`src/rtl/whac_pkg.sv`:
```
// Shared types and helpers for the whac-a-mole hit detector.
package whac_pkg;

  typedef enum logic {IDLE, UP} mole_state_e;

  // Widest hole vector the popcount helper accepts; callers zero-extend into it.
  localparam int unsigned MaxHoles = 64;

  function automatic int unsigned popcount(input logic [MaxHoles-1:0] v);
    int unsigned n;
    n = 0;
    for (int i = 0; i < MaxHoles; i++) begin
      n += {31'd0, v[i]};
    end
    return n;
  endfunction

endpackage

```
`src/rtl/button_edge_detector.sv`:
```
// Per-bit 2-flop synchronizer plus a delay flop; press_o is a one-cycle rising-edge pulse.
module button_edge_detector #(
  parameter int unsigned WIDTH = 18
) (
  input  logic             clk_i,
  input  logic             rst_i,
  input  logic [WIDTH-1:0] buttons_i,
  output logic [WIDTH-1:0] press_o
);

  logic [WIDTH-1:0] s1_q, s1_d;
  logic [WIDTH-1:0] s2_q, s2_d;
  logic [WIDTH-1:0] s3_q, s3_d;

  always_comb begin
    s1_d = buttons_i;
    s2_d = s1_q;
    s3_d = s2_q;
  end

  always_ff @(posedge clk_i) begin
    if (rst_i) begin
      s1_q <= '0;
      s2_q <= '0;
      s3_q <= '0;
    end else begin
      s1_q <= s1_d;
      s2_q <= s2_d;
      s3_q <= s3_d;
    end
  end

  assign press_o = s2_q & ~s3_q;

endmodule

```
`src/rtl/mole_hit_detector.sv`:
```
// Classifies player presses as hits/misses, keeps a saturating score and per-round stats.
// Define MISS_PENALTY_EN to make each miss subtract one point (floored at zero).
module mole_hit_detector
  import whac_pkg::*;
#(
  parameter int unsigned NUMBER_OF_HOLES = 18,
  parameter int unsigned SCORE_WIDTH     = 10
) (
  input  logic                                 clk,
  input  logic                                 reset,
  input  logic [NUMBER_OF_HOLES-1:0]           mole_positions,
  input  logic [NUMBER_OF_HOLES-1:0]           buttons,
  input  logic                                 enable,
  input  logic                                 clear_score,
  output logic                                 hit_pulse,
  output logic                                 miss_pulse,
  output logic [SCORE_WIDTH-1:0]               score,
  output logic [NUMBER_OF_HOLES-1:0]           whacked,
  output logic                                 round_done,
  output logic [$clog2(NUMBER_OF_HOLES+1)-1:0] escaped
);

  localparam int unsigned EscW = $clog2(NUMBER_OF_HOLES + 1);
  localparam int unsigned SumW = SCORE_WIDTH + 1;
  localparam logic [SumW-1:0] ScoreMax = {1'b0, {SCORE_WIDTH{1'b1}}};

  function automatic logic [MaxHoles-1:0] widen(input logic [NUMBER_OF_HOLES-1:0] v);
    logic [MaxHoles-1:0] w;
    w = '0;
    w[NUMBER_OF_HOLES-1:0] = v;
    return w;
  endfunction

  logic [NUMBER_OF_HOLES-1:0] press;

  button_edge_detector #(
    .WIDTH(NUMBER_OF_HOLES)
  ) u_button_edge_detector (
    .clk_i    (clk),
    .rst_i    (reset),
    .buttons_i(buttons),
    .press_o  (press)
  );

  mole_state_e                state_q, state_d;
  logic [NUMBER_OF_HOLES-1:0] mask_q, mask_d;
  logic [NUMBER_OF_HOLES-1:0] whacked_q, whacked_d;
  logic [SCORE_WIDTH-1:0]     score_q, score_d;
  logic                       hit_pulse_q, hit_pulse_d;
  logic                       miss_pulse_q, miss_pulse_d;
  logic                       round_done_q, round_done_d;
  logic [EscW-1:0]            escaped_q, escaped_d;

  logic [NUMBER_OF_HOLES-1:0] hits, misses;
  logic                       round_end;
  logic [SumW-1:0]            score_sum;
  logic [SCORE_WIDTH-1:0]     score_hit, score_next;

  always_ff @(posedge clk) begin
    if (reset) begin
      state_q <= IDLE;
    end else begin
      state_q <= state_d;
    end
  end

  always_comb begin
    state_d = state_q;
    case (state_q)
      IDLE:    if (mole_positions != '0) state_d = UP;
      UP:      if (mole_positions == '0) state_d = IDLE;
      default: state_d = IDLE;
    endcase
  end

  assign round_end = (state_q == UP) && (mole_positions == '0);

  always_comb begin
    // A press on an already-whacked hole is ignored entirely.
    hits   = press & mole_positions & ~whacked_q;
    misses = press & ~mole_positions & ~whacked_q;
    if (!enable) begin
      hits   = '0;
      misses = '0;
    end

    score_sum = {1'b0, score_q} + SumW'(popcount(widen(hits)));
    score_hit = (score_sum > ScoreMax) ? {SCORE_WIDTH{1'b1}} : score_sum[SCORE_WIDTH-1:0];

`ifdef MISS_PENALTY_EN
    if (SumW'(popcount(widen(misses))) >= {1'b0, score_hit}) begin
      score_next = '0;
    end else begin
      score_next = score_hit - SCORE_WIDTH'(popcount(widen(misses)));
    end
`else
    score_next = score_hit;
`endif

    score_d      = clear_score ? '0 : score_next;
    hit_pulse_d  = |hits;
    miss_pulse_d = |misses;
    round_done_d = round_end;
    whacked_d    = whacked_q | hits;
    mask_d       = mask_q | mole_positions;
    escaped_d    = escaped_q;
    if (round_end) begin
      escaped_d = EscW'(popcount(widen(mask_q & ~whacked_d)));
      whacked_d = '0;
      mask_d    = '0;
    end
  end

  always_ff @(posedge clk) begin
    if (reset) begin
      mask_q       <= '0;
      whacked_q    <= '0;
      score_q      <= '0;
      hit_pulse_q  <= 1'b0;
      miss_pulse_q <= 1'b0;
      round_done_q <= 1'b0;
      escaped_q    <= '0;
    end else begin
      mask_q       <= mask_d;
      whacked_q    <= whacked_d;
      score_q      <= score_d;
      hit_pulse_q  <= hit_pulse_d;
      miss_pulse_q <= miss_pulse_d;
      round_done_q <= round_done_d;
      escaped_q    <= escaped_d;
    end
  end

  assign hit_pulse  = hit_pulse_q;
  assign miss_pulse = miss_pulse_q;
  assign score      = score_q;
  assign whacked    = whacked_q;
  assign round_done = round_done_q;
  assign escaped    = escaped_q;

endmodule

```
`config.mk`:
```
export PLATFORM = sky130hd
export DESIGN_NAME = mole_hit_detector
export DESIGN_NICKNAME = d
export VERILOG_FILES = /design/src/rtl/whac_pkg.sv /design/src/rtl/button_edge_detector.sv /design/src/rtl/mole_hit_detector.sv
export SDC_FILE = /design/constraint.sdc
export NUM_CORES = 1
export LEC_CHECK = 0
export CAP_MARGIN = 10
export CORE_MARGIN = 1.5
export CORE_UTILIZATION = 45
export CTS_CLUSTER_DIAMETER = 100
export CTS_CLUSTER_SIZE = 24
export DETAILED_ROUTE_END_ITERATION = 10
export PLACE_DENSITY = 0.69
export SETUP_SLACK_MARGIN = 0.15
export SLEW_MARGIN = 10
export SYNTH_ARGS = -nofsm -noshare
export SYNTH_HDL_FRONTEND = slang
export SYNTH_SLANG_ARGS = --single-unit
export TNS_END_PERCENT = 1
```
`constraint.sdc`:
```
create_clock -name clk -period 7.1 [get_ports clk]
set_input_delay 1.42 -clock clk [delete_from_list [all_inputs] [get_ports clk]]
set_output_delay 1.42 -clock clk [all_outputs]
set_load 0.03 [all_outputs]
```
# Yosys cells after proc, flatten, opt, wreduce, memory -nomap -nowiden
# Cells that the tools add are included.
[op_classes] addsub=35 n_mul=0 n_div=0 n_lt_le_gt_ge=1 eq_ne=0 n_shift=0 muxes=6 n_bitwise=13 reduce_logical=7
[ops] op="18-bit bitwise AND" n=6
[ops] op="11-bit by 1-bit adder with 11-bit output" n=7
[ops] op="18-bit NOT" n=4
[ops] op="5-bit by 1-bit adder with 5-bit output" n=13
[ops] op="18-bit 2-to-1 mux" n=2
[ops] op="18-bit OR" n=2
[ops] op="18-bit OR reduction" n=2
[ops] op="18-bit logical NOT" n=1
[ops] op="18-bit nonzero test" n=1
[ops] op="10-bit by 1-bit adder with 11-bit output" n=1
[ops] op="10-bit by 11-bit adder with 11-bit output" n=1
[ops] op="11-bit by 10-bit greater-than comparator with 1-bit output (second input constant)" n=1
[ops] op="4-bit by 1-bit adder with 5-bit output" n=2
[ops] op="9-bit by 1-bit adder with 10-bit output" n=1
[ops] op="10-bit 2-to-1 mux" n=1
[ops] op="8-bit by 1-bit adder with 9-bit output" n=1
[ops] op="3-bit by 1-bit adder with 4-bit output" n=2
[ops] op="7-bit by 1-bit adder with 8-bit output" n=1
[ops] op="6-bit by 1-bit adder with 7-bit output" n=1
[ops] op="2-bit by 1-bit adder with 3-bit output" n=2
[ops] op="5-bit by 1-bit adder with 6-bit output" n=1
[ops] op="1-bit by 1-bit adder with 2-bit output" n=2
[ops] op="2-bit OR reduction" n=2
[ops] op="1-bit 2-to-1 mux" n=2
[ops] op="3 further kinds" n=3
[totals] register_bits=109 latchBits=0 ram_bits=0 rom_bits=0 output_inout_bits=36 memories=0

# Longest topological paths before layout
# Gate-level depths: netlist of the first run.
[logic_depth] depth_word=25 depth_mapped=20 ltp_nobuf=19

# By module
# A second synthesis of the first run with hierarchy kept.
[hier_totals] cells_unflattened=487 hier_area_um2=4867.2
[modules_own_cells] module="mole_hit_detector" n_inst=1 cells_each=356 area_per_inst_um2=3310.7 seq_area_each_um2=1101.1
[modules_own_cells] module="button_edge_detector" n_inst=1 cells_each=131 area_per_inst_um2=1556.5 seq_area_each_um2=1081.0

# Least setup slack after synthesis of the first run
# Ideal clock, no wire load.
[synth_timing] kind="input to register" startpoint="in enable" endpoint="reg score_q[0] (netlist: score[0])" setup_ns=0.070 t_arrival_ns=6.060 required_ns=7.030 setup_slack_ns=0.970 cell_stages=16 path_buffers=1 path_cell_list="buf_2 > nand2_1 > nor4b_1 > fa_1 > inv_1 > fa_1 > fa_1 > fa_1 > fa_1 > fa_1 > fa_1 > nor2b_1 > o31a_1 > o21a_1 > o21ai_1 > a21oi_1"
[synth_via] elab_chain_len=21
[synth_rtl] element="from (decl)" line="mole_hit_detector.sv:13" source="input logic enable,"
[synth_rtl] element="18-bit 2-to-1 mux (*)" line="mole_hit_detector.sv:82" source="if (!enable) begin"
[synth_rtl] element="1-bit by 1-bit adder with 2-bit output" line="whac_pkg.sv:13" source="n += {31'd0, v[i]};"
[synth_rtl] element="2-bit by 1-bit adder with 3-bit output" line="whac_pkg.sv:13"
[synth_rtl] element="3-bit by 1-bit adder with 4-bit output" line="whac_pkg.sv:13"
[synth_rtl] element="4-bit by 1-bit adder with 5-bit output" line="whac_pkg.sv:13"
[synth_rtl] element="5-bit by 1-bit adder with 6-bit output" line="whac_pkg.sv:13"
[synth_rtl] element="6-bit by 1-bit adder with 7-bit output" line="whac_pkg.sv:13"
[synth_rtl] element="7-bit by 1-bit adder with 8-bit output" line="whac_pkg.sv:13"
[synth_rtl] element="8-bit by 1-bit adder with 9-bit output" line="whac_pkg.sv:13"
[synth_rtl] element="9-bit by 1-bit adder with 10-bit output" line="whac_pkg.sv:13"
[synth_rtl] element="10-bit by 1-bit adder with 11-bit output" line="whac_pkg.sv:13"
[synth_rtl] element="11-bit by 1-bit adder with 11-bit output (6 in series)" line="whac_pkg.sv:13"
[synth_rtl] element="11-bit by 1-bit adder with 11-bit output (*)" line="whac_pkg.sv:13"
[synth_rtl] element="10-bit by 11-bit adder with 11-bit output (*)" line="mole_hit_detector.sv:87" source="score_sum = {1'b0, score_q} + SumW'(popcount(widen(hits)));"
[synth_rtl] element="11-bit by 10-bit greater-than comparator with 1-bit output" line="mole_hit_detector.sv:88" source="score_hit = (score_sum > ScoreMax) ? {SCORE_WIDTH{1'b1}} : score_sum[SCORE_WIDTH-1:0];"
[synth_rtl] element="10-bit 2-to-1 mux (*)" line="mole_hit_detector.sv:88"
[synth_rtl] element="to (signal assigned)" line="mole_hit_detector.sv:126" source="score_q <= score_d;"
[synth_rtl] element="to (decl)" line="mole_hit_detector.sv:48" source="logic [SCORE_WIDTH-1:0] score_q, score_d;"
# Every way passes the cells marked *; elsewhere a longest branch is shown, timed or not.
# A chain may end at the register's enable or synchronous reset.

# Final worst setup path of the first run
[layout_timing] startpoint="in enable" endpoint="reg score_q[4] (netlist: score[4])"
# The elaborated chain is that of the path after synthesis.

==> flow_summary_export.csv, run 1 <==
group,metric,value,unit
synthesis,synth_top_cell_by_area,"dfxtp_1",
timing,finalMaxSlewViolations,0,
timing,grt_setup_unrepaired,"no",
flow_run,cap_violations,0,
setup_path,cpPeakStageDelay,630,ps
min_path,hold_class,"flop to flop",
setup_path,crit_chain,"clkdlybuf4s50_1, nand2_1, nor4b_1, fa_1, inv_1, fa_1, fa_1, fa_1, fa_1, fa_1, fa_1, nor2b_1, o31a_1, o21a_1, o21ai_1, a21oi_1",
clock_network,cts_tree,"done",
route,post-route-drc-count,0,
synthesis,synth.avg_cell_area,9.95,um2
final_layout,n_fill_cell,909,
route,drt-initial-drc-count,164,
route,routed-wl-met3,583,um
synthesis,synth_edf_count,0,
synthesis,syn_nets,563,
global_route,grt_max_degree,63,
global_route,grt_pass1_wl,16000,um
route,top_layer,"met4",
synthesis,synth_cells,477,
clock_network,cts_root_buf,"clkbuf_8",
timing,fin_worst_skew,9.49,ps
floorplanning,core_area,10300,um2
setup_path,cp-end-kind,"flop",
power_and_ir_drop,p_per_area,227,nW/um2
final_layout,syn2layout_area_growth,23.3,%
floorplanning,dieWidth,106,um
final_layout,antenna_cells,0,
placement,hpwl,7880,um
route,viasPerCell,5.08,
setup_path,cp.arrival,6840,ps
clock_network,htreeDepth,3,
timing,worst_pin_slew,1170,ps
final_layout,layout_common_cells,"109 x dfxtp_1, 84 x nor2_1, 74 x clkdlybuf4s50_1",
final_layout,final_common_cell,"dfxtp_1",
route,wire_per_inst,14.4,um
setup_path,crit_required,7400,ps
timing,setup_violations,0,
setup_path,crit_fanout,7,
floorplanning,std_cell_rows,37,
floorplanning,start_util,46.2,%
timing,fin_tns_setup,0,ps
synthesis,synth_top_area_share,46.0,%
route,wl_met2,4640,um
clock_network,clk_latency,370,ps
synthesis,postSynth.asyncResetShare,0,%
setup_path,critical_path_class,"input pin to flop",
final_layout,multi_input_area,2350,um2
clock_network,cts_setup_buffers,0,
clock_network,cts-hold-fix-buffers,0,
power_and_ir_drop,peakVddDrop,0.111,mV
floorplanning,io_pins,76,
global_route,antenna_found_initial,0,
final_layout,seqCellArea,2180,um2
setup_path,worstSetupStartpointType,"input pin",
clock_network,cts_resized,0,
synthesis,synth.distinct_cells,42,
final_layout,final_nets,643,
clock_network,numCtsBuffers,9,
floorplanning,fp.dieH,106,um
synthesis,yosysSeqAreaShare,46.0,%
setup_path,crit_top_cell,"fa_1",
timing,final_hold_viol_count,0,
clock_network,cts.sinks,109,
global_route,grtUsageTotal,18.4,%
final_layout,drive_above_1_share,4.80,%
timing,max_slew_margin,21.8,%
route,vias,3549,
timing,period_needed,6540,ps
power_and_ir_drop,p_leak,2.43,nW
timing,period_share,92.1,%
setup_path,crit_slowest_cell,"clkdlybuf4s50_1",
clock_network,clockBufferDepth,2,
synthesis,ys_seq_elements,109,
route,drtPass1Iterations,5,
floorplanning,die-area,11200,um2
synthesis,synthFlopType,"dfxtp_1",
outcome,status,"complete, no violations",
synthesis,syn_area,4750,um2
route,wl_met1,4580,um
route,drtAntennaViolNets,0,
clock_network,clk_pin_slew_worst_paths,110,ps
global_route,grt_pass1_vias,3321,
synthesis,synthTopCellsByArea,"dfxtp_1 46%, fa_1 11%, nor2b_1 7.5%",
timing,clock.fmax,153,MHz
global_route,overflow,0,
placement,place_congestion,0.833,
placement,io_buffers,75,
power_and_ir_drop,p_total,0.00133,W
route,wl,10100,um
synthesis,yosysWarningCount,0,
-- final timing paths --
kind	slack, ps	start	endpoint	cells after the start
setup / recovery	560	enable	score[4]	16
hold / removal	450	u_button_edge_detector.s1_q[9]	u_button_edge_detector.s2_q[9]	1
setup reg to reg	1770	u_button_edge_detector.s2_q[8]	score[4]	15
hold reg to reg	450	u_button_edge_detector.s1_q[9]	u_button_edge_detector.s2_q[9]	1
-- report_power, final --
part / leakage [nW] / internal, W / total [W] / switching, W
clock network: 0.105 / 0.000143 / 0.000376 / 0.000234
logic: 1.43 / 0.000147 / 0.000304 / 0.000157
registers: 0.895 / 0.000636 / 0.000648 / 0.0000122
-- metrics by stage --
step           hold WS, ps  utilization (%)  instance area, um2  instances  worst slack, ps
2_1_floorplan          414                -                4750        477              970
3_3_place_gp           418             54.9                5640        682              417
3_5_place_dp           420             54.9                5640        682              233
4_1_cts                448             57.0                5850        698              585
5_1_grt                460             57.0                5850        698              207
6_report               448             57.0                5850        698              558
-- logic make-up (layout without fill, tap and decap cells) --
kind of cell	count (synthesis)	after routing	synth area share (%)
simple gates	225	225	26.1
flops	109	109	46.0
buf+inv	50	135	4.64
fa+ha+maj	46	46	16.1
compound gates	41	41	6.09
xor+xnor	5	5	0.922
mux	1	1	0.211
-- synthesized netlist by cell type (2+ instances only) --
cell       instances
and3_1             8
nand3_1            2
nor2b_1           57
nor4b_1           18
xnor2_1            4
nand2_1           13
clkbuf_1           7
and4_1             8
ha_1              21
nor3b_1            7
o21a_1             2
and2_1            14
dfxtp_1          109
nor2_1            84
buf_2              2
a31oi_1            2
a21o_1             4
nor4_1             7
a21oi_1           10
o211ai_1           2
nand2b_1           2
a2111oi_0          4
a22o_1             5
fa_1              25
inv_1             36
o21ai_0            5
buf_6              4
-- critical path: cells and delay by family --
kind                     cells  cell delay [ps]
AO/OA/AOI/OAI                4              750
adder cells (fa/ha/maj)      7             3260
buffers and inverters        2              720
AND/OR/NAND/NOR              3              670
-- state kept, by name (all words and copies together) (netlist names) --
signal,flops
round_done,1
u_button_edge_detector.s3_q,18
u_button_edge_detector.s2_q,18
miss_pulse,1
whacked,18
score,10
escaped,5
mask_q,18
hit_pulse,1
state_q,1
u_button_edge_detector.s1_q,18
-- layout make-up --
type | count | area share [%]
multi-input cells | 318 | 40.1
flip-flops and latches | 109 | 37.3
repair buffers | 83 | 13.8
well taps | 136 | 2.91
inverters | 36 | 2.31
clock buffers | 9 | 2.12
clock inverters | 7 | 1.56
-- metal layers --
layer  global-route usage [%]  vias up
met3                     3.03       20
li1                         -     1741
met4                     8.11        0
met2                     29.1      134
met5                        0        -
met1                     24.8     1654
No activity file was read; power rests on OpenSTA's default activity.
==> run 2: changes to the inputs <==
ABC_AREA = 1   (was not set)
CTS_CLUSTER_DIAMETER = not set   (was 100)
PLACE_DENSITY = 0.68   (was 0.69)
==> run 2 against run 1 <==
Net effect: clock skew rose by 1.1 ps; critical path depth rose by 6; fmax grew 0.99%; design area is 7.1% higher; flip-flop and latch count unchanged; clock power increased by 32%; critical path type unchanged; final cell count is 24% higher; largest power group unchanged.
==> flow_summary_export.csv, run 2 <==
group,metric,value,unit
placement,place_ws,271,ps
clock_network,clk_latency,350,ps
placement,place_area,5970,um2
power_and_ir_drop,p_int,0.00103,W
timing,setup_slack,622,ps
synthesis,synth.avg_cell_area,7.93,um2
clock_network,clk_pin_slew_worst_paths,70,ps
route,viasPerCell,4.70,
route,drtPass1Iterations,5,
floorplanning,io_pins,76,
setup_path,crit-reg2reg-launch,"u_button_edge_detector.s2_q[2]",
setup_path,cp.arrival,6770,ps
setup_path,cp-endpoint,"score[2]",
clock_network,cts_tree,"done",
setup_path,crit_required,7390,ps
synthesis,synthXorXnorAreaFrac,0.515,%
floorplanning,std_cell_rows,38,
timing,max_slew_margin,58.2,%
final_layout,syn2layout_area_growth,22.9,%
synthesis,synth_top_family_by_area,"simple AND/OR/NAND/NOR gates",
synthesis,synth_cells,643,
timing,clock.fmax,154,MHz
synthesis,synthMuxAreaShare,0,%
synthesis,synthAdderAreaFrac,15.0,%
timing,setup_violations,0,
synthesis,yosysWarningCount,0,
setup_path,rr_worst_depth,21,
clock_network,numCtsBuffers,9,
final_layout,drive_above_1_share,4.95,%
power_and_ir_drop,clkPwrFrac,33.7,%
timing,period_share,91.2,%
timing,fin_worst_skew,10.6,ps
global_route,overflow,0,
clock_network,cts.sinks,109,
setup_path,worstSetupStartpointType,"input pin",
global_route,grt_pass1_wl,18800,um
power_and_ir_drop,power_frac_seq,43.8,%
synthesis,yosysSeqAreaShare,42.8,%
final_layout,final_common_cell,"inv_1",
power_and_ir_drop,p_comb_share,22.6,%
final_layout,antenna_cells,0,
synthesis,synth-compound-area-share,5.10,%
placement,io_buffers,75,
final_layout,final_nets,809,
clock_network,clockBufferDepth,2,
timing,fin_tns_setup,0,ps
power_and_ir_drop,peakVddDrop,0.297,mV
synthesis,synthFlopType,"dfxtp_1",
clock_network,htreeDepth,3,
route,drtAntennaViolNets,0,
clock_network,cts_resized,0,
power_and_ir_drop,netSwitchingPower,0.000439,W
timing,final_hold_viol_count,0,
route,post-route-drc-count,0,
floorplanning,fp.dieH,109,um
synthesis,synth_top_area_share,42.8,%
setup_path,startpoint,"enable",
synthesis,syn_nets,729,
route,vias,4079,
clock_network,cts_root_buf,"clkbuf_16",
timing,period_needed,6480,ps
synthesis,synth.distinct_cells,27,
global_route,grt_pass1_vias,3992,
setup_path,critical_path_class,"input pin to flop",
power_and_ir_drop,netSwitchingFraction,29.8,%
min_path,hold_class,"flop to flop",
synthesis,synth_top_cell_by_area,"dfxtp_1",
flow_run,cap_violations,0,
floorplanning,dieWidth,109,um
placement,place_congestion,0.887,
final_layout,layout_common_cells,"149 x inv_1, 127 x nor2_1, 109 x dfxtp_1",
min_path,hold_path_depth,2,
synthesis,ys_seq_elements,109,
clock_network,cts-hold-fix-buffers,0,
global_route,grt_max_degree,60,
power_and_ir_drop,p_leak,3.13,nW
global_route,antenna_found_initial,0,
final_layout,stdcell_area,6270,um2
setup_path,r2r_setup_slack,1990,ps
route,drt-initial-drc-count,210,
synthesis,yosys.area_share.simple,24.0,%
synthesis,synth.most_common_cell,"inv_1",
global_route,grtUsageTotal,20.9,%
route,wire_per_inst,13.3,um
placement,hpwl,9260,um
setup_path,timing.rr.end,"score[2]",
synthesis,ys_top_cells_by_count,"149 x inv_1, 127 x nor2_1, 109 x dfxtp_1",
timing,grt_setup_unrepaired,"no",
floorplanning,die-area,12000,um2
synthesis,synthTopCellsByArea,"dfxtp_1 43%, inv_1 11%, fa_1 9.8%",
outcome,status,"complete, no violations",
floorplanning,core_area,10900,um2
setup_path,crit_fanout,9,
synthesis,syn_area,5100,um2
synthesis,synth_edf_count,0,
power_and_ir_drop,p_per_area,235,nW/um2
timing,worst_pin_slew,627,ps
setup_path,cp-end-kind,"flop",
route,wl,11600,um
final_layout,utilization,57.3,%
floorplanning,start_util,46.6,%
clock_network,cts_setup_buffers,0,
synthesis,postSynth.asyncResetShare,0,%
timing,finalMaxSlewViolations,0,
-- run 2: cell count changes after synthesis, sizes merged, moves of 9 or more --
| cell | before | now |
|---|---|---|
| nand3 | 2 | 46 |
| and2 | 14 | 0 |
| nor4b | 18 | 0 |
| nor2b | 57 | 0 |
| nor2 | 84 | 129 |
| nand4 | 0 | 16 |
| inv | 36 | 149 |
| a21oi | 10 | 33 |
| nand2 | 13 | 79 |
| nor3 | 1 | 10 |
-- run 2: layout make-up --
type / count / area (um2)
Tap cell: 140 / 175
Multi-Input combinational cell: 375 / 2270
Timing Repair Buffer: 79 / 776
Clock buffer: 10 / 239
Fill cell: 1028 / 4670
Sequential cell: 109 / 2180
Clock inverter: 6 / 61.3
Inverter: 149 / 559
-- run 2: critical path, cell delays in order --
cell,delay [ps]
clkdlybuf4s50_1,530
inv_1,300
nor2_1,70
nand3_1,160
inv_1,110
fa_1,510
inv_1,50
fa_1,540
fa_1,440
fa_1,510
fa_1,420
fa_1,420
fa_1,400
inv_1,100
nand3_1,70
nand2_1,110
nand3_1,70
nand2_1,110
nand2_2,150
o21ai_0,120
nand2_1,80
inv_1,70
-- run 2: worst min path at each step --
stage | from | endpoint
after CTS | u_button_edge_detector.s1_q[17] | u_button_edge_detector.s2_q[17]
after global routing | u_button_edge_detector.s1_q[17] | u_button_edge_detector.s2_q[17]
after global placement | u_button_edge_detector.s1_q[5] | u_button_edge_detector.s2_q[5]
after floorplan | u_button_edge_detector.s1_q[0] | u_button_edge_detector.s2_q[0]
after detailed placement | u_button_edge_detector.s1_q[17] | u_button_edge_detector.s2_q[17]
final | u_button_edge_detector.s1_q[17] | u_button_edge_detector.s2_q[17]
-- run 2: power by group through the flow --
stage / registers, W / logic, W / clock network [W]
2_1_floorplan: 0.000666 / 0.000221 / 0
3_3_place_gp: 0.000659 / 0.000325 / 0
3_5_place_dp: 0.000659 / 0.000336 / 0
4_1_cts: 0.000645 / 0.000339 / 0.000509
5_1_grt: 0.000648 / 0.000382 / 0.000533
6_report: 0.000645 / 0.000333 / 0.000496
-- run 2: logic make-up after synthesis --
| family | count (synthesis) |
|---|---|
| AND/OR/NAND/NOR | 283 |
| XOR/XNOR | 3 |
| flip-flops | 109 |
| AO/OA/AOI/OAI | 43 |
| adder cells (fa/ha/maj) | 46 |
| buffers and inverters | 159 |
-- run 2: layer usage --
metal	global-route usage (%)	wire (um)	vias up
met5	0	0	-
met4	5.84	159	0
met3	4.74	518	12
met2	34.9	5530	81
met1	27.1	5340	1878
li1	-	-	2108
-- run 2: stage by stage --
| step | hold WS (ps) | std cells | power [W] |
|---|---|---|---|
| 2_1_floorplan | 388 | 643 | 0.000886 |
| 3_3_place_gp | 389 | 852 | 0.000983 |
| 3_5_place_dp | 392 | 852 | 0.000996 |
| 4_1_cts | 402 | 868 | 0.00149 |
| 5_1_grt | 426 | 868 | 0.00156 |
| 6_report | 400 | 868 | 0.00147 |
